==> src/rtl/fb_pkg.sv <==
// Shared types and helpers for the frame-buffer scan reader: FSM states,
// RGB444 field positions and the nibble-replicating colour expansion.
`default_nettype none

package fb_pkg;

   typedef enum logic [1:0] {
      IDLE  = 2'd0,
      LOAD  = 2'd1,
      PRIME = 2'd2,
      RUN   = 2'd3
   } state_t;

   localparam int H_ACTIVE_DEF = 640;
   localparam int V_ACTIVE_DEF = 480;

   localparam int R_MSB = 11;
   localparam int R_LSB = 8;
   localparam int G_MSB = 7;
   localparam int G_LSB = 4;
   localparam int B_MSB = 3;
   localparam int B_LSB = 0;

   function automatic logic [23:0] rgb444_to_888(input logic [11:0] c);
      return {c[R_MSB:R_LSB], c[R_MSB:R_LSB],
              c[G_MSB:G_LSB], c[G_MSB:G_LSB],
              c[B_MSB:B_LSB], c[B_MSB:B_LSB]};
   endfunction

endpackage

`default_nettype wire

==> src/rtl/fb_prefetch_fifo.sv <==
// Small synchronous FIFO holding prefetched RGB444 pixels; flush empties it
// in one cycle and takes priority over any push/pop in the same cycle.
`default_nettype none

module fb_prefetch_fifo #(
   parameter int DEPTH = 16,
   parameter int WIDTH = 12,
   localparam int AW = $clog2(DEPTH),
   localparam int CW = AW + 1
) (
   input  logic             clk,
   input  logic             rst_n,
   input  logic             flush,
   input  logic             push,
   input  logic [WIDTH-1:0] push_data,
   input  logic             pop,
   output logic [WIDTH-1:0] head,
   output logic [CW-1:0]    count
);

   logic [WIDTH-1:0] mem_q [DEPTH];
   logic [AW-1:0]    wr_ptr_q, wr_ptr_d;
   logic [AW-1:0]    rd_ptr_q, rd_ptr_d;
   logic [CW-1:0]    count_q, count_d;

   // Pointers wrap naturally because DEPTH is a power of two.
   always_comb begin
      wr_ptr_d = wr_ptr_q;
      rd_ptr_d = rd_ptr_q;
      count_d  = count_q;
      if (flush) begin
         wr_ptr_d = '0;
         rd_ptr_d = '0;
         count_d  = '0;
      end else begin
         if (push) wr_ptr_d = wr_ptr_q + AW'(1);
         if (pop)  rd_ptr_d = rd_ptr_q + AW'(1);
         count_d = count_q + CW'(push) - CW'(pop);
      end
   end

   always_ff @(posedge clk or negedge rst_n) begin
      if (!rst_n) begin
         wr_ptr_q <= '0;
         rd_ptr_q <= '0;
         count_q  <= '0;
      end else begin
         wr_ptr_q <= wr_ptr_d;
         rd_ptr_q <= rd_ptr_d;
         count_q  <= count_d;
      end
   end

   always_ff @(posedge clk) begin
      if (push && !flush) mem_q[wr_ptr_q] <= push_data;
   end

   assign head  = mem_q[rd_ptr_q];
   assign count = count_q;

endmodule

`default_nettype wire

==> src/rtl/fb_scan_reader.sv <==
// Streams RGB444 words from the SDRAM read FIFO through a prefetch buffer and
// emits one pixel per VGA strobe; reloads the read address once per frame.
`default_nettype none

module fb_scan_reader
   import fb_pkg::*;
#(
   parameter int          DEPTH    = 16,
   parameter int          H_ACTIVE = H_ACTIVE_DEF,
   parameter int          V_ACTIVE = V_ACTIVE_DEF,
   parameter logic [11:0] UF_COLOR = 12'hF0F
) (
   input  logic        Clk,
   input  logic        RESET_N,
   input  logic        pix_en,
   input  logic [9:0]  DrawX,
   input  logic [9:0]  DrawY,
   input  logic        rd_empty,
   input  logic [15:0] rd_data,
   output logic        rd,
   output logic        rd_load,
   output logic [7:0]  Red,
   output logic [7:0]  Green,
   output logic [7:0]  Blue,
   output logic        underflow
);

   localparam int CW = $clog2(DEPTH) + 1;

   state_t        state_q, state_d;
   logic          rd_q;
   logic [23:0]   rgb_q, rgb_d;
   logic          underflow_q, underflow_d;

   logic          fifo_flush, fifo_push, fifo_pop;
   logic [11:0]   fifo_head;
   logic [CW-1:0] fifo_count;
   logic          fifo_empty;

   logic          active, frame_start, origin, fetching, pop_en;
   logic          unused_hi;

   // Upper nibble of each frame-buffer word carries no colour.
   assign unused_hi = ^rd_data[15:12];

   assign active      = (DrawX < 10'(H_ACTIVE)) && (DrawY < 10'(V_ACTIVE));
   assign frame_start = pix_en && (DrawX == 10'd0) && (DrawY == 10'(V_ACTIVE));
   assign origin      = pix_en && (DrawX == 10'd0) && (DrawY == 10'd0);
   assign fifo_empty  = (fifo_count == '0);
   assign fetching    = (state_q == PRIME) || (state_q == RUN);

   // The origin strobe that forces PRIME into RUN also consumes pixel (0,0).
   assign pop_en = pix_en && active &&
                   ((state_q == RUN) || ((state_q == PRIME) && origin));

   // Count the read still in flight so the buffer can never be overfilled.
   assign rd = fetching && !rd_empty && ((fifo_count + CW'(rd_q)) < CW'(DEPTH));

   assign fifo_flush = (state_q == LOAD);
   assign fifo_push  = rd_q;
   assign fifo_pop   = pop_en && !fifo_empty;

   always_comb begin
      state_d = state_q;
      case (state_q)
         IDLE:    if (frame_start) state_d = LOAD;
         LOAD:    state_d = PRIME;
         PRIME:   if ((fifo_count == CW'(DEPTH)) || origin) state_d = RUN;
         RUN:     if (frame_start) state_d = LOAD;
         default: state_d = IDLE;
      endcase
   end

   always_comb begin
      rgb_d       = rgb_q;
      underflow_d = underflow_q;
      if (pix_en) begin
         if (pop_en) begin
            if (fifo_empty) begin
               rgb_d       = rgb444_to_888(UF_COLOR);
               underflow_d = 1'b1;
            end else begin
               rgb_d = rgb444_to_888(fifo_head);
            end
         end else begin
            rgb_d = '0;
         end
      end
   end

   always_ff @(posedge Clk or negedge RESET_N) begin
      if (!RESET_N) begin
         state_q     <= IDLE;
         rd_q        <= 1'b0;
         rgb_q       <= '0;
         underflow_q <= 1'b0;
      end else begin
         state_q     <= state_d;
         rd_q        <= rd;
         rgb_q       <= rgb_d;
         underflow_q <= underflow_d;
      end
   end

   fb_prefetch_fifo #(
      .DEPTH (DEPTH),
      .WIDTH (12)
   ) u_fifo (
      .clk       (Clk),
      .rst_n     (RESET_N),
      .flush     (fifo_flush),
      .push      (fifo_push),
      .push_data (rd_data[11:0]),
      .pop       (fifo_pop),
      .head      (fifo_head),
      .count     (fifo_count)
   );

   assign rd_load   = (state_q == LOAD);
   assign Red       = rgb_q[23:16];
   assign Green     = rgb_q[15:8];
   assign Blue      = rgb_q[7:0];
   assign underflow = underflow_q;

endmodule

`default_nettype wire

==> config.mk <==
export PLATFORM = sky130hd
export DESIGN_NAME = fb_scan_reader
export DESIGN_NICKNAME = d
export VERILOG_FILES = /design/src/rtl/fb_pkg.sv /design/src/rtl/fb_prefetch_fifo.sv /design/src/rtl/fb_scan_reader.sv
export SDC_FILE = /design/constraint.sdc
export NUM_CORES = 1
export LEC_CHECK = 0
export CAP_MARGIN = 20
export CORE_ASPECT_RATIO = 0.75
export CORE_MARGIN = 1.5
export CORE_UTILIZATION = 45
export CTS_CLUSTER_SIZE = 20
export DETAILED_ROUTE_END_ITERATION = 10
export HOLD_SLACK_MARGIN = 0.06
export REMOVE_ABC_BUFFERS = 1
export SKIP_LAST_GASP = 1
export SLEW_MARGIN = 20
export SYNTH_ARGS = -nofsm -noshare
export SYNTH_HDL_FRONTEND = slang
export SYNTH_HIERARCHICAL = 1
export SYNTH_SLANG_ARGS = --single-unit
==> constraint.sdc <==
create_clock -name Clk -period 7.85 [get_ports Clk]
set_clock_uncertainty 0.2 [all_clocks]
set_input_delay 1.57 -clock Clk [delete_from_list [all_inputs] [get_ports Clk]]
set_output_delay 1.57 -clock Clk [all_outputs]
set_load 0.05 [all_outputs]
* Word-level counts from Yosys, hierarchy flattened
Memory sizes are Yosys's and may differ from the RTL's.
Index checks and enable logic that the tools add are counted.
** Storage, ports and cells
- Register bits :: 41
- Word-level logic and storage cells :: 60
- RAM bits :: 192
- Memories kept :: 1
- Output and inout port bits :: 27
** Memories
- u_fifo.mem_q :: words 16, width 12, rd ports 1, clocked after Yosys merged registers in 0, write ports 1, RTL line fb_prefetch_fifo.sv:21 : logic [WIDTH-1:0] mem_q [DEPTH];
** Operators by class
- Equal/unequal tests :: 7
- Multiplexer cells :: 12
- Reduce and logical (&&, ||, !) cells :: 26
- Order comparisons :: 3
- $add $sub $neg :: 4
** Operators by type and width (number)
- 24-bit 2-to-1 mux :: 2
- 10-bit logical NOT :: 2
- 4-bit 2-to-1 mux :: 4
- 1-bit logical AND :: 11
- 10-bit by 9-bit equality test with 1-bit output (second input constant) :: 1
- 10-bit less-than comparator (second input constant) :: 1
- 10-bit by 9-bit less-than comparator with 1-bit output (second input constant) :: 1
- 4-bit by 1-bit adder with 4-bit output (second input constant) :: 2
- 2-bit one-hot mux with 3 select lines :: 1
- 5-bit by 1-bit adder with 5-bit output :: 1
- 5-bit equality test (second input constant) :: 1
- 5-bit logical NOT :: 1
- 5-bit less-than comparator (second input constant) :: 1
- 5-bit 2-to-1 mux :: 1
- 5-bit by 1-bit subtractor with 5-bit output :: 1
- 2-bit equality test (second input constant) :: 2
- 2-bit 2-to-1 mux :: 2
- 2-bit by 1-bit inequality test with 1-bit output (second input constant) :: 2
- 2-bit nonzero test :: 2
- 1-bit logical NOT :: 3
- 1-bit logical OR :: 3
- 3-bit AND reduction :: 1
- 2-bit by 1-bit equality test with 1-bit output (second input constant) :: 1
- 2-bit logical NOT :: 1
- other kinds (3) :: 4

* Depth between registers and ports, before layout
Gate-level depths: netlist (run 1).
- Word-level depth :: 9
- Mapped depth :: 17
- Mapped depth without buffers :: 15

* Modules after synthesis
The synthesis (run 1) kept the hierarchy.
** By module, submodules not included
- fb_prefetch_fifo :: cells an instance 396, area each 8134.1 um^2, instances 1, sequential area each 6090.8 um^2
- fb_scan_reader :: cells an instance 104, area each 998.5 um^2, instances 1, sequential area each 400.4 um^2

* Worst setup path after synthesis (run 1)
OpenSTA, ideal clock, no wires.
- Path type :: input to register
- Start :: input port DrawY[9]
- End :: register u_fifo.count_q[4], in the netlist u_fifo/count[4]
- Stages on the path :: 16
- Arrival :: 4356 ps
- Setup slack :: 3160 ps
- Path through :: or4_4 > nor2_2 > a21oi_1 > or3_1 > buf_6 > buf_12 > nor2_2 > ha_1 > inv_1 > ha_1 > inv_1 > fa_1 > nor2b_1 > o21ai_0 > a21oi_1 > nor3b_1
** On the way
- Word-level cells in the longest chain between the ends :: 8
- Elaborated cells on any way between the ends :: 11
** RTL lines
- start, declared :: RTL line fb_scan_reader.sv:17 : input logic [9:0] DrawY,
- parallel branches: the longest is 4 deep, another holds 10-bit by 9-bit less-than comparator with 1-bit output
- 1-bit logical AND * :: RTL line fb_scan_reader.sv:53 : assign pop_en = pix_en && active &&
- 1-bit logical AND * :: RTL line fb_scan_reader.sv:61 : assign fifo_pop = pop_en && !fifo_empty;
- net fifo_pop :: RTL line fb_scan_reader.sv:35 : logic fifo_flush, fifo_push, fifo_pop;
- 5-bit by 1-bit subtractor with 5-bit output * :: RTL line fb_prefetch_fifo.sv:38 : count_d = count_q + CW'(push) - CW'(pop);
- 5-bit 2-to-1 mux * :: RTL line fb_prefetch_fifo.sv:31 : if (flush) begin
- net u_fifo.count_d[4] :: RTL line fb_prefetch_fifo.sv:24 : logic [CW-1:0] count_q, count_d;
- end signal, assigned :: RTL line fb_prefetch_fifo.sv:50 : count_q <= count_d;
- end, declared :: RTL line fb_prefetch_fifo.sv:24
Mark *: on every way through the listed nets, which the timed path passes.
A chain may end at the register's enable or synchronous reset.

* Final worst setup path (run 1)
- Start :: input port pix_en
- End :: register u_fifo.count_q[4], in the netlist u_fifo/count[4]
** On the way
- Word-level cells in the longest chain between the ends :: 8
- Elaborated cells on any way between the ends :: 9
** RTL lines
- start, declared :: RTL line fb_scan_reader.sv:15 : input logic pix_en,
- 1-bit logical AND (2 in series) :: RTL line fb_scan_reader.sv:48 : assign origin = pix_en && (DrawX == 10'd0) && (DrawY == 10'd0);
- 1-bit logical AND :: RTL line fb_scan_reader.sv:54 : ((state_q == RUN) || ((state_q == PRIME) && origin));
- 1-bit logical OR :: RTL line fb_scan_reader.sv:54
- 1-bit logical AND * :: RTL line fb_scan_reader.sv:53
- 1-bit logical AND * :: RTL line fb_scan_reader.sv:61
- net fifo_pop :: RTL line fb_scan_reader.sv:35
- 5-bit by 1-bit subtractor with 5-bit output * :: RTL line fb_prefetch_fifo.sv:38
- 5-bit 2-to-1 mux * :: RTL line fb_prefetch_fifo.sv:31
- net u_fifo.count_d[4] :: RTL line fb_prefetch_fifo.sv:24
The timed path passes the listed nets; every way through them passes the cells marked *.

==> results of run 1 <==
==> sequential cells by signal (all words and copies together), names as in the netlist <==
signal           flops
u_fifo/mem_q       192
u_fifo/rd_ptr_q      4
rgb_q               12
u_fifo/count         5
underflow            1
state_q              2
u_fifo/wr_ptr_q      4
fifo_push            1
==> cell usage in the layout (no fill, tap or decap), drive strengths merged, types with 2 or more instances in the layout <==
master / Yosys / routed
inv: 25 / 25
dfrtp: 29 / 29
nor3: 6 / 6
a21oi: 5 / 5
nand2b: 5 / 5
or4: 2 / 2
o22ai: 12 / 12
a22oi: 24 / 24
nand3: 4 / 4
clkinv: 0 / 9
o21ai: 5 / 5
clkdlybuf4s50: 0 / 62
xnor2: 3 / 3
mux4: 48 / 48
nor2b: 6 / 6
ha: 14 / 14
mux2i: 3 / 3
buf: 22 / 16
nor2: 36 / 36
xor2: 6 / 6
nor4: 3 / 3
nand2: 23 / 23
edfxtp: 192 / 192
clkbuf: 13 / 29
nand4: 3 / 3
==> cell families after synthesis <==
group / count (synthesis)
AND/OR/NAND/NOR: 96
XOR/XNOR: 9
buffers and inverters: 60
multiplexers: 51
adder cells (fa/ha/maj): 15
flip-flops: 221
AO/OA/AOI/OAI: 48
==> power breakdown <==
part	switching (W)	internal, W
Combinational	0.000727	0.000513
Clock	0.000410	0.000568
Sequential	0.0000833	0.00140
Total	0.00122	0.00249
==> worst max-delay path: cells and delay by family <==
| family | cells | cell delay [ns] |
|---|---|---|
| AND/OR/NAND/NOR | 6 | 1.86 |
| buffers and inverters | 4 | 0.80 |
| adder cells (fa/ha/maj) | 3 | 0.80 |
| AO/OA/AOI/OAI | 3 | 0.38 |
==> metrics by stage <==
step	hold slack, ns	power [W]
4_1_cts	0.283	0.00374
5_1_grt	0.315	0.00389
2_1_floorplan	0.322	0.00235
6_report	0.286	0.00371
3_3_place_gp	0.272	0.00272
3_5_place_dp	0.254	0.00276
==> cell type report <==
cell class | instances | area (um2)
Fill cell | 1541 | 8930
Sequential cell | 221 | 6490
Multi-Input combinational cell | 219 | 2350
Timing Repair Buffer | 78 | 744
Clock buffer | 29 | 598
Tap cell | 253 | 317
Inverter | 25 | 93.8
Clock inverter | 11 | 75.1
==> metal layers <==
layer  vias up  wire length (um)
li1       2099                 -
met1      2408              8250
met2       159              8900
met3        32              1210
met4         0               388
met5         -                 0
==> worst paths after layout <==
kind                                  from            endpoint  slack, ns  depth (start not counted)
worst max-delay path                pix_en     u_fifo/count[4]       2.54                         16
worst min-delay path             underflow           underflow       0.29                          1
worst min register to register   underflow           underflow       0.29                          1
max in group asynchronous          RESET_N  u_fifo/rd_ptr_q[0]       5.87                          2
min in group asynchronous          RESET_N           underflow       1.27                          2
worst max register to register  state_q[0]     u_fifo/count[4]       3.63                         15
==> results.md, run 1 <==
- Ys flop type: edfxtp_1
- Share of the synthesized area in the top cell type: 63.1%
- Syn. warnings: 6
- Area Growth Syn to Fin: 16.8%
- Post-synthesis compound-gate area fraction: 4.10%
- Layout cells sized above 1: 16.6%
- RSZ-0062 raised after global routing: no
- Type of origin of the critical path: primary input
- Via/cell ratio: 5.62
- # hold bufs at CTS: 0
- Die height: 126 um
- Post-layout instance area: 10700 um2
- Antenna violations before repair: 0
- Critical path type: in -> reg
- PD cells: 347 nW/um2
- Clk sinks: 221
- Post-CTS sizing: 0
- Starting DRT DRC Count: 398
- Fmax achieved: 0.188 GHz
- Max Cap Violations: 0
- Worst Path Required: 7.98 ns
- Synth cell types: 42
- Die X: 167 um
- Endpoints failing hold: 0
- Post-CTS setup buffer count: 0
- Met1 Usage GRT: 25.2%
- Critical path peak fanout: 14
- Hold Path Class: reg -> reg
- Worst Tran Pin Value: 1.07 ns
- Main combinational cell family by area after synthesis: multiplexers
- EDFF count, synth: 192
- Global routing usage on met3: 3.71%
- CTS tree: done
- Final net count: 622
- CP Cell Sequence: clkdlybuf4s50_1 > buf_4 > nor4b_1 > and4_2 > a21oi_1 > or3_1 > nor2_2 > ha_1 > inv_1 > ha_1 > inv_1 > fa_1 > nor2b_1 > o21ai_0 > a21oi_1 > nor3b_1
- Max clock buf depth: 3
- Status: finished clean
- Largest net degree at the start of global routing: 52
- Root Driver: clkbuf_16
- TritonCTS Buffers: 22
- Vias in the first global route: 4872
- Setup TNS: 0 ns
- Slew HR: 28.7%
- Pins Over Slew Limit: 0
- Placed inst area: 9990 um2
- Placed cells: 796
- Grt peak-use layer: met2
- Post-synth top cells: 192 x edfxtp_1, 34 x nor2_1, 29 x dfrtp_1
- Post-Synth Simple-Gate Area: 5.11%
- Mux cell area share after synthesis: 13.1%
- Clk Latency, worst-skew pair: 0.49 ns
- Final wirelength: 18800 um
- Period Utilization, post-route: 67.7%
- DR DRC count: 0
- Layout Cells excl Fill: 836
- Mapped Cells: 500
- Number of detailed-route iterations in the first pass: 5
- Share of the yosys chip area belonging to registers: 71.1%
- Yosys top cell by area: edfxtp_1
- Port bufs: 62
- Core Area: 19600 um2
- Syn_area_per_cell: 18.3 um2
- Utilization after layout: 54.4%
- WL/cell: 22.4 um
- Synth top area cells: edfxtp_1 63%, dfrtp_1 7.9%, mux4_2 6.4%, mux4_1 6.3%, a22oi_1 2.0%
- GRT met2 Usage: 30.5%
- Syn Std Cell Area: 9130 um2
- Post-Synth Adder-Cell Area: 2.14%
- Leakage power total: 3.66 nW
- # IOs: 67
- Antenna Violating Nets Remaining: 0
- Crit-path max cell delay: 0.68 ns
- Gr ovfl total: 0
- Crit path time final: 5.31 ns
- Clock slew at reported path FFs: 0.06 ns
- Routability Congestion: 0.726
- Initial Util: 46.6%
- Die area: 21200 um2
- First-pass GRT wire length: 28600 um
- Crit-path slowest cell: or3_1
- Maximum VDD drop: 190 uV
- Rows: 44
- Final HPWL DP: 11700 um
- Critical Path AT: 5.45 ns
- Crit path setup slack, layout: 2.54 ns
- # diodes: 0
- Final Setup Violations: 0
- Most common cell in the netlist: edfxtp_1
- Vias after detailed routing: 4698
- All-layer global routing usage: 18.3%
- H-tree Lvls: 1
- Fraction of registers with async set/reset: 13.1%
- Post-synthesis xor/xnor area fraction: 0.863%
- CP Capture Type: flip-flop
- Register bit count reported by yosys: 221
- Place WS: 2.09 ns
Power figures use the tool's default switching activity.
==> inputs of run 2 (changes only) <==
Settings changed: PLACE_DENSITY set to 0.66.
Clock period 7.85 ns to 4.5 ns, I/O delays scaled along.
==> results.md, run 2 (synthesis gave the netlist of run 1 again) <==
- Status: finished clean
- Root Driver: clkbuf_16
- Die X: 167 um
- Routability Congestion: 0.786
- Final wirelength: 19300 um
- CP Launch Point: DrawY[9]
- Leakage power total: 3.71 nW
- CP Cell Sequence: clkdlybuf4s50_1 > or4_4 > nor2_2 > a21oi_1 > or3_1 > nor2_2 > ha_1 > inv_1 > ha_1 > inv_1 > fa_1 > nor2b_1 > o21ai_0 > nand3_1 > nor3b_1
- Hold Path Class: reg -> reg
- Clk Latency, worst-skew pair: 0.50 ns
- Final HPWL DP: 11800 um
- Critical Path AT: 4.10 ns
- Fmax achieved: 0.257 GHz
- Final Setup Violations: 0
- Crit-path max cell delay: 0.54 ns
- Most flops, register: u_fifo/mem_q
- Core Area: 19600 um2
- Area Growth Syn to Fin: 18.0%
- Antenna violations before repair: 0
- Crit path setup slack, layout: 0.611 ns
- Clk sinks: 221
- Endpoints failing hold: 0
- Die height: 126 um
- Utilization after layout: 55.0%
- Hold WS: 0.307 ns
- Max clock buf depth: 3
- CP bufs+invs: 3
- WL/cell: 23.1 um
- Post-CTS setup buffer count: 0
- Max reg flops: 192
- Starting DRT DRC Count: 518
- Rows: 44
- TritonCTS Buffers: 22
- # hold bufs at CTS: 0
- Port bufs: 62
- Place WS: 0.126 ns
- Vias after detailed routing: 4706
- Worst Path Required: 4.71 ns
- Crit path max-delay family: simple AND/OR/NAND/NOR gates
- Via/cell ratio: 5.62
- Largest net degree at the start of global routing: 43
- Antenna Violating Nets Remaining: 0
- Clock slew at reported path FFs: 0.06 ns
- Hold Crit Start: underflow
- Max Cap Violations: 0
- Number of detailed-route iterations in the first pass: 4
- Pins Over Slew Limit: 0
- DR DRC count: 0
- Slew HR: 27.3%
- Most frequent cells in the layout: 192 x edfxtp_1, 62 x clkdlybuf4s50_1, 27 x dfrtp_1
- # IOs: 67
- H-tree Lvls: 1
- Crit path time final: 3.89 ns
- Type of origin of the critical path: primary input
- CP Capture Type: flip-flop
- Post-CTS sizing: 0
- Vias in the first global route: 4752
- Maximum VDD drop: 335 uV
- RSZ-0062 raised after global routing: no
- First-pass GRT wire length: 29100 um
- Initial Util: 46.6%
- Critical path peak fanout: 3
- Final net count: 624
- Overall power: 0.00670 W
- Critical path type: in -> reg
- Setup TNS: 0 ns
- Worst Tran Pin Value: 1.09 ns
- FILL cells: 1510
- Period Utilization, post-route: 86.4%
- Die area: 21200 um2
- PD cells: 621 nW/um2
- Worst flop-to-flop path startpoint: state_q[0]
- All-layer global routing usage: 18.7%
- Leading cell type in the layout, fill and taps excluded: edfxtp_1
- Layout cells sized above 1: 18.7%
- Crit-path slowest cell: or4_4
- CTS tree: done
- # diodes: 0
- Gr ovfl total: 0
run 2: cell count changes in the layout (fill, tap and decap cells not counted), sizes merged:
cell,change
buf,+2
clkinv,-1
clkbuf,-4
bufinv,+3
inv,+1
run 2: area by class of cell:
class                           instances  area, um2  share of cell area [%]
Clock buffer                           25        583                    5.41
Clock inverter                         14        178                    1.65
Inverter                               25       93.8                   0.870
Multi-Input combinational cell        219       2360                    21.9
Sequential cell                       221       6490                    60.2
Tap cell                              253        317                    2.94
Timing Repair Buffer                   80        756                    7.01
run 2: report_power, final:
| part | switching (W) | internal, W | total (W) |
|---|---|---|---|
| sequential | 0.000280 | 0.00245 | 0.00273 |
| clock | 0.000741 | 0.00116 | 0.00190 |
| combinational | 0.00115 | 0.000911 | 0.00207 |
run 2: final timing paths:
| check | to | cells after the start | slack (ns) |
|---|---|---|---|
| worst max-delay path | u_fifo/count[4] | 15 | 0.61 |
| worst min-delay path | underflow | 1 | 0.31 |
| worst max register to register | u_fifo/count[4] | 15 | 0.85 |
| worst min register to register | underflow | 1 | 0.31 |
| max in group asynchronous | u_fifo/rd_ptr_q[1] | 2 | 3.19 |
| min in group asynchronous | underflow | 2 | 0.60 |
run 2: routing by layer:
metal / part of all wire (%) / vias up / track usage [%]
met1: 44 / 2399 / 27.3
met2: 46 / 181 / 29.0
met5: 0 / - / 0
met3: 8.8 / 24 / 4.49
met4: 1.5 / 0 / 3.71
li1: - / 2102 / -
run 2: through the flow:
step,instance area (um2),cells
detailed placement,10000,798
global route,10800,837
global placement,10000,798
floorplan,8890,465
finish,10800,837
CTS,10800,837
